File: src/rtl/mux2_sampler_pkg.sv
// rtl/mux2_sampler_pkg.sv - shared types and defaults for the mux2 sampler
package mux2_sampler_pkg;

  localparam int DEFAULT_SETTLE_CYCLES = 2;

  typedef logic chan_t;

  typedef enum logic [1:0] {
    IDLE   = 2'd0,
    SETTLE = 2'd1,
    HOLD   = 2'd2
  } state_t;

endpackage

File: src/rtl/settle_timer.sv
// rtl/settle_timer.sv - loadable down-counter that flags the last settle cycle
module settle_timer #(
  parameter int CNT_W = 8
) (
  input  logic             clk,
  input  logic             rst,
  input  logic             load,
  input  logic [CNT_W-1:0] load_val,
  output logic [CNT_W-1:0] value,
  output logic             done
);

  // Counting stops at zero so an idle timer never raises done spuriously.
  always_ff @(posedge clk or posedge rst) begin
    if (rst) begin
      value <= '0;
    end else if (load) begin
      value <= load_val;
    end else if (value != '0) begin
      value <= value - CNT_W'(1);
    end
  end

  assign done = (value == CNT_W'(1));

endmodule

File: src/rtl/mux2_sampler.sv
// rtl/mux2_sampler.sv - arbitrates two requesters, settles mux sel, samples z (MUX2_SAMPLER_RR_EN: round-robin ties)
module mux2_sampler
  import mux2_sampler_pkg::*;
#(
  parameter int SETTLE_CYCLES = DEFAULT_SETTLE_CYCLES,
  parameter int CNT_W         = 8
) (
  input  logic clk,
  input  logic rst,
  input  logic req0,
  input  logic req1,
  output logic ack0,
  output logic ack1,
  output logic sel,
  input  logic z,
  output logic dout,
  output logic dout_ch,
  output logic dout_valid,
  input  logic dout_ready
);

  state_t           state;
  chan_t            grant;
  logic             load;
  logic             timer_done;
  logic [CNT_W-1:0] cnt_value;

  assign load = (state == IDLE) && (req0 || req1);

`ifdef MUX2_SAMPLER_RR_EN
  chan_t last_grant;

  // On a tie the channel that did not win last time gets the mux.
  assign grant = req1 & (~req0 | ~last_grant);

  always_ff @(posedge clk or posedge rst) begin
    if (rst) begin
      last_grant <= 1'b1;
    end else if (load) begin
      last_grant <= grant;
    end
  end
`else
  assign grant = req1 & ~req0;
`endif

  settle_timer #(
    .CNT_W(CNT_W)
  ) u_timer (
    .clk      (clk),
    .rst      (rst),
    .load     (load),
    .load_val (CNT_W'(SETTLE_CYCLES)),
    .value    (cnt_value),
    .done     (timer_done)
  );

  always_ff @(posedge clk or posedge rst) begin
    if (rst) begin
      state      <= IDLE;
      sel        <= 1'b0;
      dout       <= 1'b0;
      dout_ch    <= 1'b0;
      dout_valid <= 1'b0;
      ack0       <= 1'b0;
      ack1       <= 1'b0;
    end else begin
      ack0 <= 1'b0;
      ack1 <= 1'b0;
      case (state)
        IDLE: begin
          if (load) begin
            sel   <= grant;
            state <= SETTLE;
          end
        end
        SETTLE: begin
          if (timer_done) begin
            dout       <= z;
            dout_ch    <= sel;
            dout_valid <= 1'b1;
            ack0       <= ~sel;
            ack1       <= sel;
            state      <= HOLD;
          end else if (cnt_value == '0) begin
            // An exhausted timer without done can only come from a corrupted load; recover.
            state <= IDLE;
          end
        end
        HOLD: begin
          if (dout_ready) begin
            dout_valid <= 1'b0;
            state      <= IDLE;
          end
        end
        default: state <= IDLE;
      endcase
    end
  end

endmodule

File: config.mk
export PLATFORM = sky130hd
export DESIGN_NAME = mux2_sampler
export DESIGN_NICKNAME = d
export VERILOG_FILES = /design/src/rtl/mux2_sampler_pkg.sv /design/src/rtl/settle_timer.sv /design/src/rtl/mux2_sampler.sv
export SDC_FILE = /design/constraint.sdc
export NUM_CORES = 1
export LEC_CHECK = 0
export ABC_AREA = 1
export CORE_MARGIN = 3
export CORE_UTILIZATION = 35
export CTS_CLUSTER_DIAMETER = 60
export DETAILED_ROUTE_END_ITERATION = 8
export GPL_ROUTABILITY_DRIVEN = 0
export PLACE_DENSITY = 0.55
export SETUP_SLACK_MARGIN = 0.1
export SKIP_LAST_GASP = 1
export SYNTH_ARGS = -nofsm -noshare
export SYNTH_HDL_FRONTEND = slang
export SYNTH_SLANG_ARGS = --single-unit
File: constraint.sdc
create_clock -name clk -period 2.9 [get_ports clk]
set_clock_uncertainty 0.1 [all_clocks]
set_input_delay 0.435 -clock clk [delete_from_list [all_inputs] [get_ports clk]]
set_output_delay 0.435 -clock clk [all_outputs]
set_load 0.05 [all_outputs]
# Yosys cells after proc, flatten, opt, wreduce, memory -nomap -nowiden
# Cells that the tools add are included.
# op_classes
add_sub_neg,1
n_eq_ne,7
n_mux,14
bitwise,3
reduce_logical,11
# op_table
operator,count
two-way mux 8 bit,2
equality test 8 x 1 -> 1 bit (second input constant),1
logical NOT 8 bit,1
two-way mux 2 bit,4
nonzero test 8 bit,1
subtractor 8 x 1 -> 8 bit (second input constant),1
two-way mux 1 bit,6
inequality test 2 bit (second input constant),3
case mux 2 bit (3 select lines),1
AND reduction 3 bit,2
AND reduction 2 bit,2
nonzero test 2 bit,2
inequality test 3 bit (second input constant),1
equality test 2 x 1 -> 1 bit (second input constant),1
equality test 2 bit (second input constant),1
logical NOT 2 bit,1
NOT 1 bit,2
case mux 1 bit (2 select lines),1
bitwise AND 1 bit,1
logical AND 1 bit,1
logical OR 1 bit,1
# word_totals
regBits,16
wordCells,44

# Logic depth before layout (Yosys ltp)
# depth
depth_word,4
mapped_depth,7

# Hierarchy
# Synthesis repeated with hierarchy kept, for this count alone.
# hier_totals
hier_cells,122
area_unflattened_um2,944.7
# modules_own_cells
module,instances,cells_each,area_per_inst_um2,seq_area_each_um2
settle_timer,1,80,575.6,200.2
mux2_sampler,1,42,369.1,200.2

# Worst setup path before layout
# No wires, ideal clock.
# synth_path
path_kind,flip-flop to flip-flop
startpoint,register u_timer.value[0]
endpoint,register u_timer.value[1]
arrival_time_ns,1.061
required_time_ns,2.679
slack_ns,1.618
path_stages_with_launch,8
synth_period_minus_slack_ns,1.282
path_cell_list,dfrtp_1 inv_1 ha_1 nand2_2 nor2_4 nand2_4 nand2_1 o21ai_2
# synth_via
elab_chain_len,3
word_cells_on_any_way,5
# synth_rtl
item,line,text
"start, declared",settle_timer.sv:9,"output logic [CNT_W-1:0] value,"
"start signal, assigned",settle_timer.sv:18,value <= load_val;
"start signal, assigned",settle_timer.sv:20,value <= value - CNT_W'(1);
subtractor 8 x 1 -> 8 bit,settle_timer.sv:20,
two-way mux 8 bit,settle_timer.sv:19,end else if (value != '0) begin
two-way mux 8 bit,settle_timer.sv:17,end else if (load) begin
# Parallel ways exist; a longest one is shown, timed or not. The select of a mux whose other input is x is not followed.
# A chain may end at the register's enable or synchronous reset.

# Final worst setup path
# layout_path
startpoint,register sel
endpoint,output port sel
# layout_lines
item,line,text
"start, declared",mux2_sampler.sv:14,"output logic sel,"
"start signal, assigned",mux2_sampler.sv:73,sel <= grant;
# No word-level cell between the ends.

==> summary.txt <==
Clock tree
  – Number of H-tree levels: 1
  – Setup bufs post-CTS: 0
  – Clk sinks: 16
  – CTS Root Buffer Type: clkbuf_4
  – Post_cts resized: 0
  – CTS Buf Count: 3
  – CTS clk-pin slew, worst paths: 90 ps
  – Clock Latency Late Sink: just under 300 ps
  – CTS max path bufs: 2
  – Cts hold-fix bufs: 0
  – TritonCTS clock tree: done

Synth
  – Synthesized area: 835 um^2
  – Post-synthesis compound-gate area fraction: between 8 and 9%
  – Top cell type by total area after synthesis: dfrtp_1
  – Synth warnings: 0
  – Post-Syn Nets: 106
  – Post-synthesis xor/xnor area fraction: 2.10%
  – Simple logic cell fraction of the synthesized area: 31.3%
  – Largest family of logic cells by synthesized area: simple AND/OR/NAND/NOR gates
  – Yosys top cell area share: 48.0%
  – Synth Instances: 97
  – Adder-cell area share of the yosys netlist: 4.50%
  – Yosys reg bits: 16
  – Post-synthesis mux area share: 0%
  – Avg Inst Size Synth: 8.60 um^2
  – Sequential area share after synthesis: about 48%
  – Area contributors post-synth: dfrtp_1, nand2_1, nand3_1
  – Post-synthesis cell type count: 19

Pwr
  – P_leak: 0.000497 uW
  – Logic pwr share: 54.0%
  – Net Sw Frac: between 40% and 50%
  – Worst vdd ir: 0.450 mV
  – Power Total: ~1100 uW
  – Reg power frac: between 30% and 40%
  – Int Pwr: 597 uW
  – Clock share of power: 12.9%
  – P per Cell Area: 1120 nW/um^2
  – Switching power total: 542 uW

Worst setup path
  – Worst R2R End: u_timer.value[1]
  – CP startpoint kind: flip-flop
  – Arrival @ worst endpoint: ~1500 ps
  – R2R Setup Slk: 1480 ps
  – Worst-path cell chain: clkdlybuf4s50_1
  – WS Path Type: flip-flop to output port
  – WP data required: 2370 ps
  – CP delay by family, top: buffers and inverters
  – Worst reg2reg path depth: 7
  – Slowest stage delay, CP: 820 ps
  – Crit end category: output port
  – Critical path peak fanout: 4
  – Crit-path slowest cell: clkdlybuf4s50_1
  – WP buf/inv: 1
  – RR Startpoint: u_timer.value[0]

Detailed routing
  – # DRC: 0
  – Pre-Repair DR Iteration Count: 4
  – Antenna viol nets, final: 0
  – DR WL/cell: 11.3 um
  – Vias per inst: 4.84
  – Via count: 677
  – Final WL: 1580 um
  – Starting DRT DRC Count: 12

Min path
  – Worst Hold Class: flip-flop to flip-flop
  – Hold_sp: dout
  – Hold path cells: 2
  – Hold Path End: dout

Layout
  – Commonest non-fill, non-tap cell in the layout: nand2_1
  – Area Overhead vs Synth: 21.7%
  – Antenna cells: 0
  – Final nets: 122
  – Layout cells sized above 1: between 10% and 20%
  – Most frequent cells in the layout: nand2_1, dfrtp_1, nor2_1, inv_1
  – Final Instance Area: 1020 um^2

Placed design
  – Input/output buffers: 11
  – DP HPWL: 1200 um
  – Post-Place Cell Area: 980 um^2

Timing
  – Final setup fails: 0
  – Slew @ Worst Pin: 621 ps
  – TNS Setup: 0 ps
  – RSZ-0062 raised after global routing: no
  – Final Max Slew Viols: 0
  – Fmax: 491 MHz
  – Relative slew slack: 58.6%
  – Final hold violations: 0
  – Fin crit period: around 2000 ps
  – Period utilisation layout: 70.3%
  – Final Hold Slack: 382 ps

GRT
  – Global-route wire length before repair: 2620 um
  – Vias in the first global route: just over 600
  – Tot GR Track Use: between 10 and 15%
  – Initial antenna violation count: 0
  – Overflow left after global routing: 0
  – Pin count of the biggest net entering global routing: 17

Floorplan
  – Die Y: ~55 um
  – I/O Pins: 12
  – Core Area: 2230 um^2
  – Starting Density: between 30% and 40%
  – Die footprint: about 3000 um^2
  – Rows: 17
  – Die W: approximately 55 um

Flow run
  – Max cap viols: 0

Status
  – Status: finished, final reports clean
==> registers in the layout, summed over array words and instances (netlist names) <==
register / count
sel: 1
ack1: 1
dout_valid: 1
u_timer.value: 8
ack0: 1
dout: 1
dout_ch: 1
state: 2
==> metrics by stage <==
step	utilization, %	cells	setup slack (ps)
6_report	45.5	140	862
5_1_grt	45.5	140	801
4_1_cts	45.5	140	843
3_5_place_dp	43.9	136	1160
3_3_place_gp	43.9	136	1170
2_1_floorplan	-	97	1620
==> synth_stat cells <==
| library cell | instances |
|---|---|
| nor3_1 | 2 |
| nor2_1 | 13 |
| dfrtp_1 | 16 |
| inv_2 | 1 |
| a21oi_1 | 2 |
| nand2_2 | 3 |
| ha_1 | 3 |
| xnor2_1 | 1 |
| inv_1 | 12 |
| nand4_1 | 1 |
| o21ai_4 | 1 |
| o21ai_0 | 5 |
| nand3_1 | 11 |
| xor2_1 | 1 |
| o21ai_2 | 2 |
| nand2_4 | 1 |
| nand2_1 | 18 |
| nand3_2 | 1 |
| nor2_4 | 3 |
==> cells by family after synthesis <==
family,Yosys count
and+or+nand+nor,53
DFF,16
buffers and inverters,13
AOI/OAI and AO/OA,10
adders and majority gates,3
xor gates and xnor gates,2
==> cell type report <==
type / instances / area, um^2
fill: 227 / 1220
sequential: 16 / 400
multi-input combinational: 68 / 385
timing repair buffer: 11 / 110
inverter: 13 / 48.8
clock buffer: 4 / 36.3
tap: 28 / 35.0
==> power groups by stage <==
| stage | registers (uW) | logic (uW) | clock network, uW |
|---|---|---|---|
| final | 377 | 615 | 147 |
| after global routing | 389 | 679 | 167 |
| after CTS | 378 | 620 | 153 |
| after detailed placement | 383 | 616 | 0 |
| after global placement | 380 | 618 | 0 |
| after floorplan | 477 | 366 | 0 |
==> worst max-delay path by stage <==
stage	end	from	cells past startpoint	slack, ps
global route	sel	sel	1	800
finish	sel	sel	1	860
CTS	sel	sel	1	840
floorplan	u_timer.value[1]	u_timer.value[0]	7	1620
detailed placement	u_timer.value[3]	req1	4	1160
global placement	sel	sel	1	1170
==> per-layer routing <==
| layer | wire (um) | up-vias | global-route usage [%] |
|---|---|---|---|
| met5 | 0 | - | 0 |
| met4 | 51 | 0 | 8.71 |
| met3 | 60 | 4 | 2.45 |
| met2 | 695 | 15 | 18.1 |
| met1 | 772 | 320 | 16.8 |
| li1 | - | 338 | - |
No activity file was read; power rests on OpenSTA's default activity.
